<file path="src/rtl/run_controller_if.sv">
`default_nettype none
// ============================================================================
// Module   : run_controller_if
// Purpose  : Control, core-side and status signals of the run/step/halt
//            sequencer, bundled with driver (master) and controller (slave) views.
// Revision : 1.0
// ============================================================================
interface run_controller_if #(
    parameter int PC_W  = 32,
    parameter int CNT_W = 16
);
    logic             start;
    logic             step;
    logic             resume;
    logic             halt_req;
    logic             bp_en;
    logic [PC_W-1:0]  bp_addr;
    logic [CNT_W-1:0] cycle_limit;
    logic [PC_W-1:0]  pc;
    logic             cpu_en;
    logic             cpu_rst_n;
    logic             running;
    logic             halted;
    logic [2:0]       state;
    logic [CNT_W-1:0] cycle_count;
    logic [1:0]       halt_cause;

    modport master (
        output start, step, resume, halt_req, bp_en, bp_addr, cycle_limit, pc,
        input  cpu_en, cpu_rst_n, running, halted, state, cycle_count, halt_cause
    );

    modport slave (
        input  start, step, resume, halt_req, bp_en, bp_addr, cycle_limit, pc,
        output cpu_en, cpu_rst_n, running, halted, state, cycle_count, halt_cause
    );
endinterface
`default_nettype wire

</file>
<file path="src/rtl/run_controller.sv">
`default_nettype none
// ============================================================================
// Module   : run_controller
// Purpose  : Run/step/halt sequencer gating the core's state updates through
//            a clock enable, with cycle counting, breakpoint and cycle limit.
// Revision : 1.0
// ============================================================================
module run_controller #(
    parameter int PC_W       = 32,
    parameter int CNT_W      = 16,
    parameter int RST_CYCLES = 2
) (
    input wire              clk,
    input wire              rst_n,
    run_controller_if.slave ctl
);

    localparam int               RC_W       = (RST_CYCLES > 1) ? $clog2(RST_CYCLES) : 1;
    localparam logic [RC_W-1:0]  C_RST_LAST = RC_W'(RST_CYCLES - 1);
    localparam logic [CNT_W-1:0] C_CNT_MAX  = '1;

    typedef enum logic [2:0] {
        S_IDLE   = 3'd0,
        S_CPURST = 3'd1,
        S_RUN    = 3'd2,
        S_STEP   = 3'd3,
        S_HALTED = 3'd4
    } state_t;

    state_t           r_state;
    state_t           w_state_nxt;
    logic [CNT_W-1:0] r_cycle_count;
    logic [1:0]       r_halt_cause;
    logic             r_skip_bp;
    logic [RC_W-1:0]  r_rst_cnt;

    logic [PC_W-1:0]  w_pc_diff;
    logic             w_bp_hit;
    logic             w_lim_hit;
    logic             w_stop;
    logic [1:0]       w_cause;
    logic             w_cpu_en;
    logic             w_clear;
    logic             w_set_skip;

    assign w_pc_diff = ctl.pc ^ ctl.bp_addr;
    assign w_bp_hit  = ctl.bp_en && (w_pc_diff == '0) && !r_skip_bp;
    assign w_lim_hit = (ctl.cycle_limit != '0) && (r_cycle_count == ctl.cycle_limit);

    always_ff @(posedge clk or negedge rst_n) begin
        if (!rst_n) begin
            r_state <= S_IDLE;
        end else begin
            r_state <= w_state_nxt;
        end
    end

    always_comb begin
        w_state_nxt = r_state;
        w_stop      = 1'b0;
        w_cause     = 2'd0;
        w_cpu_en    = 1'b0;
        w_clear     = 1'b0;
        w_set_skip  = 1'b0;
        case (r_state)
            S_IDLE: begin
                if (ctl.start) begin
                    w_state_nxt = S_CPURST;
                    w_clear     = 1'b1;
                end
            end
            S_CPURST: begin
                if (r_rst_cnt == C_RST_LAST) begin
                    w_state_nxt = S_RUN;
                end
            end
            S_RUN: begin
                // Priority order decides the reported cause when several fire together.
                if (ctl.halt_req) begin
                    w_cause = 2'd1;
                end else if (w_bp_hit) begin
                    w_cause = 2'd2;
                end else if (w_lim_hit) begin
                    w_cause = 2'd3;
                end
                w_stop = ctl.halt_req || w_bp_hit || w_lim_hit;
                if (w_stop) begin
                    w_state_nxt = S_HALTED;
                end else begin
                    w_cpu_en = 1'b1;
                end
            end
            S_STEP: begin
                w_cpu_en    = 1'b1;
                w_state_nxt = S_HALTED;
            end
            S_HALTED: begin
                if (ctl.start) begin
                    w_state_nxt = S_CPURST;
                    w_clear     = 1'b1;
                end else if (ctl.resume) begin
                    w_state_nxt = S_RUN;
                    w_set_skip  = 1'b1;
                end else if (ctl.step) begin
                    w_state_nxt = S_STEP;
                end
            end
            default: begin
                w_state_nxt = S_IDLE;
            end
        endcase
    end

    always_ff @(posedge clk or negedge rst_n) begin
        if (!rst_n) begin
            r_cycle_count <= '0;
            r_halt_cause  <= 2'd0;
            r_skip_bp     <= 1'b0;
            r_rst_cnt     <= '0;
        end else begin
            if (w_clear) begin
                r_cycle_count <= '0;
                r_halt_cause  <= 2'd0;
                r_rst_cnt     <= '0;
            end else begin
                if (w_cpu_en && (r_cycle_count != C_CNT_MAX)) begin
                    r_cycle_count <= r_cycle_count + 1'b1;
                end
                if ((r_state == S_CPURST) && (r_rst_cnt != C_RST_LAST)) begin
                    r_rst_cnt <= r_rst_cnt + 1'b1;
                end
                if ((r_state == S_RUN) && w_stop) begin
                    r_halt_cause <= w_cause;
                end
            end
            // The breakpoint mask lives for exactly one RUN cycle after resume.
            if (w_set_skip) begin
                r_skip_bp <= 1'b1;
            end else if (r_state == S_RUN) begin
                r_skip_bp <= 1'b0;
            end
        end
    end

    assign ctl.cpu_en      = w_cpu_en;
    assign ctl.cpu_rst_n   = !((r_state == S_IDLE) || (r_state == S_CPURST));
    assign ctl.running     = (r_state == S_RUN) || (r_state == S_STEP);
    assign ctl.halted      = (r_state == S_HALTED);
    assign ctl.state       = r_state;
    assign ctl.cycle_count = r_cycle_count;
    assign ctl.halt_cause  = r_halt_cause;

endmodule
`default_nettype wire

</file>
<file path="src/flat_wrapper.sv">
// flat-port wrapper written by rule: the top's interface ports become plain ports
module run_controller_flat 
#(
    parameter int PC_W       = 32,
    parameter int CNT_W      = 16,
    parameter int RST_CYCLES = 2
)
  (clk, rst_n, ctl_start, ctl_step, ctl_resume, ctl_halt_req, ctl_bp_en, ctl_bp_addr, ctl_cycle_limit, ctl_pc, ctl_cpu_en, ctl_cpu_rst_n, ctl_running, ctl_halted, ctl_state, ctl_cycle_count, ctl_halt_cause);
  run_controller_if #(.PC_W(PC_W), .CNT_W(CNT_W)) ctl_i ();
  input wire clk;
  input wire rst_n;
  input wire logic [$bits(ctl_i.start)-1:0] ctl_start;
  input wire logic [$bits(ctl_i.step)-1:0] ctl_step;
  input wire logic [$bits(ctl_i.resume)-1:0] ctl_resume;
  input wire logic [$bits(ctl_i.halt_req)-1:0] ctl_halt_req;
  input wire logic [$bits(ctl_i.bp_en)-1:0] ctl_bp_en;
  input wire logic [$bits(ctl_i.bp_addr)-1:0] ctl_bp_addr;
  input wire logic [$bits(ctl_i.cycle_limit)-1:0] ctl_cycle_limit;
  input wire logic [$bits(ctl_i.pc)-1:0] ctl_pc;
  output wire logic [$bits(ctl_i.cpu_en)-1:0] ctl_cpu_en;
  output wire logic [$bits(ctl_i.cpu_rst_n)-1:0] ctl_cpu_rst_n;
  output wire logic [$bits(ctl_i.running)-1:0] ctl_running;
  output wire logic [$bits(ctl_i.halted)-1:0] ctl_halted;
  output wire logic [$bits(ctl_i.state)-1:0] ctl_state;
  output wire logic [$bits(ctl_i.cycle_count)-1:0] ctl_cycle_count;
  output wire logic [$bits(ctl_i.halt_cause)-1:0] ctl_halt_cause;
  assign ctl_i.start = ctl_start;
  assign ctl_i.step = ctl_step;
  assign ctl_i.resume = ctl_resume;
  assign ctl_i.halt_req = ctl_halt_req;
  assign ctl_i.bp_en = ctl_bp_en;
  assign ctl_i.bp_addr = ctl_bp_addr;
  assign ctl_i.cycle_limit = ctl_cycle_limit;
  assign ctl_i.pc = ctl_pc;
  assign ctl_cpu_en = ctl_i.cpu_en;
  assign ctl_cpu_rst_n = ctl_i.cpu_rst_n;
  assign ctl_running = ctl_i.running;
  assign ctl_halted = ctl_i.halted;
  assign ctl_state = ctl_i.state;
  assign ctl_cycle_count = ctl_i.cycle_count;
  assign ctl_halt_cause = ctl_i.halt_cause;
  run_controller #(.PC_W(PC_W), .CNT_W(CNT_W), .RST_CYCLES(RST_CYCLES)) u_core (.clk(clk), .rst_n(rst_n), .ctl(ctl_i));
endmodule
</file>
<file path="config.mk">
export PLATFORM = sky130hd
export DESIGN_NAME = run_controller_flat
export DESIGN_NICKNAME = d
export VERILOG_FILES = /design/src/rtl/run_controller_if.sv /design/src/rtl/run_controller.sv /design/src/flat_wrapper.sv
export SDC_FILE = /design/constraint.sdc
export NUM_CORES = 1
export LEC_CHECK = 0
export CORE_UTILIZATION = 43
export CTS_BUF_LIST = sky130_fd_sc_hd__clkbuf_2
export CTS_CLUSTER_DIAMETER = 50
export CTS_CLUSTER_SIZE = 25
export DETAILED_ROUTE_END_ITERATION = 8
export PLACE_DENSITY_LB_ADDON = 0.2
export SYNTH_ARGS = -nofsm -noshare
export SYNTH_HDL_FRONTEND = slang
export SYNTH_SLANG_ARGS = --single-unit
</file>
<file path="constraint.sdc">
create_clock -name clk -period 5 [get_ports clk]
set_input_delay 1.5 -clock clk [delete_from_list [all_inputs] [get_ports clk]]
set_output_delay 1.5 -clock clk [all_outputs]
set_load 0.005 [all_outputs]
</file>
==> results by group <==
Placed design
  • Post-DP HPWL: 5390 um
  • Placement Cell Area: 3170 um^2
  • Pre-CTS WS: 0.0243 ns
  • Number of port buffers: 111
  • Final Wtd Congestion: 0.846

Timing
  • Hold Fails Final Rpt: 0
  • Fin crit share: 0.937
  • Tmin final: 4.69 ns
  • Post-route setup TNS: 0 ns
  • Slew HR: 0.309
  • Max Fclk: 0.213 GHz
  • Worst Tran Pin Value: 1.03 ns
  • Final WS setup: 0.314 ns
  • Final Max Slew Viols: 0
  • Worst clock skew: 0.0175 ns
  • RSZ-0062 raised after global routing: no
  • Final setup fails: 0

Detailed routing
  • Number of vias per cell: 5.60
  • Via count: 2206
  • First-pass DRT Iterations: 6
  • DRC errors left: 26
  • Post-route ant nets: 0
  • Routed length per instance: 16.8 um
  • Final wirelength: 6620 um
  • Drt initial violations: 101

Global routing
  • GRT Resource Usage Total: 0.270
  • Largest net degree at the start of global routing: 24
  • Initial antenna violation count: 0
  • Vias in the first global route: 2125
  • First-pass GRT wire length: 10700 um
  • Total grt overflow: 0

Clock tree
  • Num CTS Buffers: 3
  • Worst skew pair latency: 0.34 ns
  • Clk root buf: clkbuf_2
  • Worst-path clk slew: 0.21 ns
  • Num Clock Sinks: 23
  • CTS Buffer Depth: 2
  • Hold-fix buffers, CTS: 0
  • CTS tree: yes
  • H-tree levels: 1

Logic synthesis
  • Share of flip-flops with an asynchronous set or reset: 1.00
  • Area share of the largest cell type after synthesis: 0.285
  • Largest cells by area after synthesis: dfrtp_1 28%, xnor2_1 19%, nand4_1 4.3%
  • Sequential area share after synthesis: 0.285
  • Synth area leader: dfrtp_1
  • Cells after Synth: 228
  • Commonest register cell after synthesis: dfrtp_1
  • Net count after synthesis: 316
  • Syn. warnings: 0
  • Synth top cells by count: 43 x xnor2_1, 23 x dfrtp_1, 18 x nand2_1, 14 x nand4_1, 14 x nor2_1
  • Distinct cell type count after synthesis: 45
  • Mean Syn Cell Area: 8.87 um^2
  • Number of synthesized flops with an enable pin: 0
  • Post-Synthesis Cell Area: 2020 um^2
  • Most common cell in the netlist: xnor2_1
  • FF+latch count, synth: 23

Worst setup path
  • CP startpoint kind: primary input
  • Worst-path maximum fanout: 2
  • Worst path required time: 3.50 ns
  • Reg2reg start: u_core.ctl.cycle_count[0]$_DFFE_PN0P_
  • CP endpoint kind: output pin
  • Crit Path Category: primary input to output pin
  • Critical Path AT: 3.19 ns
  • Origin of the worst setup path: ctl_bp_addr[8]

Power
  • Total power: 0.000693 W
  • Peak supply drop: 0.193 mV
  • Pwr Density: 215 nW/um^2
  • LEAKAGE: 1.24 nW

Floorplan
  • Floorplan row count: 24
  • Die width: 70.6 um
  • Die area: 4980 um^2
  • I/O pin total: 112
  • Initial Utilization: 0.455
  • Core area: 4440 um^2
  • Die Y-Extent: 70.6 um

Status
  • Failing checks: design-rule violations
  • Status: finished, violations left

Final layout
  • Fin util: 0.724
  • Fraction of layout instances using a drive strength above 1: 0.0789
  • Final Instance Area: 3220 um^2
  • Inserted Diodes: 0
  • Area growth syn-to-layout: 59.1%
  • Nets: 431

Run
  • Max-Cap Viols: 0

Hold path
  • Hold Path Class: flip-flop to flip-flop
  • Hold Startpoint: u_core.r_skip_bp$_DFFE_PN0P_
## worst paths after layout
| check | endpoint | slack, ns | cells after the start |
|---|---|---|---|
| min | u_core.r_skip_bp$_DFFE_PN0P_ | 0.55 | 2 |
| min in group asynchronous | u_core.ctl.cycle_count[1]$_DFFE_PN0P_ | 1.68 | 1 |
| max in group asynchronous | u_core.r_skip_bp$_DFFE_PN0P_ | 2.69 | 1 |
| min reg2reg | u_core.r_skip_bp$_DFFE_PN0P_ | 0.55 | 2 |
| max | ctl_cpu_en | 0.31 | 8 |
| max reg2reg | u_core.ctl.cycle_count[9]$_DFFE_PN0P_ | 2.65 | 8 |
## metrics by stage
| stage | hold WS, ns | instances |
|---|---|---|
| global route | 0.605 | 394 |
| global placement | 0.502 | 388 |
| detailed placement | 0.518 | 388 |
| floorplan | 0.477 | 228 |
| CTS | 0.562 | 392 |
| finish | 0.555 | 394 |
## power breakdown
part	switching (W)	internal, W
sequential	0.0000485	0.000213
combinational	0.000162	0.000190
clock	0.0000582	0.0000211
## state kept, by name, summed over array words and instances (netlist names)
signal,cells
u_core.r_rst_cnt,1
u_core.ctl.halt_cause,2
u_core.r_skip_bp,1
u_core.ctl.state,3
u_core.ctl.cycle_count,16
## area by class of cell
type / count / area, um^2
Tap cell: 52 / 65.1
Timing Repair Buffer: 117 / 1160
Clock buffer: 4 / 20.0
Multi-Input combinational cell: 191 / 1370
Inverter: 7 / 26.3
Sequential cell: 23 / 576
Fill cell: 343 / 1230
## repair_timing
item | 4_1_cts | 5_1_grt
resized for setup | 0 | 2
setup endpoints to repair | 0 | 1
setup buffers | 0 | 2
## cell families (layout without fill, tap and decap cells)
kind of cell	after synthesis	in the layout	synth area share
mux	4	4	0.0198
simple gates	99	99	0.283
xor+xnor	49	49	0.212
compound gates	38	38	0.152
fa+ha+maj	1	1	0.00619
buf+inv	14	128	0.0415
flops	23	23	0.285
## placed cells by master, fill, tap and decap left out, types with 3 or more instances in the layout
cell type and n:
clkdlybuf4s50_1 110, xnor2_1 43, dfrtp_1 23, nand2_1 18, nor2_1 14, nand4_1 14, nand3_1 10, nor3_1 9
inv_1 7, a21oi_1 7, o21ai_0 7, xor2_1 6, buf_4 6, nand2b_1 5, and3_1 5, nor4_1 4
mux2i_1 4, clkbuf_2 4, and2_1 3, nand3b_1 3, nor4_2 3, and3_4 3, a221o_1 3
## critical path, cell delays in order
cell,delay [ns]
clkdlybuf4s50_1,0.48
xnor2_1,0.12
nand4_1,0.18
nor4_4,0.34
nand4_2,0.16
a21oi_2,0.19
nor2_1,0.06
dlymetal6s2s_1,0.16
## metal layers
| layer | vias to the layer above | share of wire | GRT usage |
|---|---|---|---|
| met3 | 12 | 0.093 | 0.0513 |
| met5 | - | 0 | 0 |
| li1 | 1061 | - | - |
| met2 | 97 | 0.47 | 0.450 |
| met1 | 1036 | 0.42 | 0.359 |
| met4 | 0 | 0.018 | 0.0822 |
No activity file was read; power rests on OpenSTA's default activity.
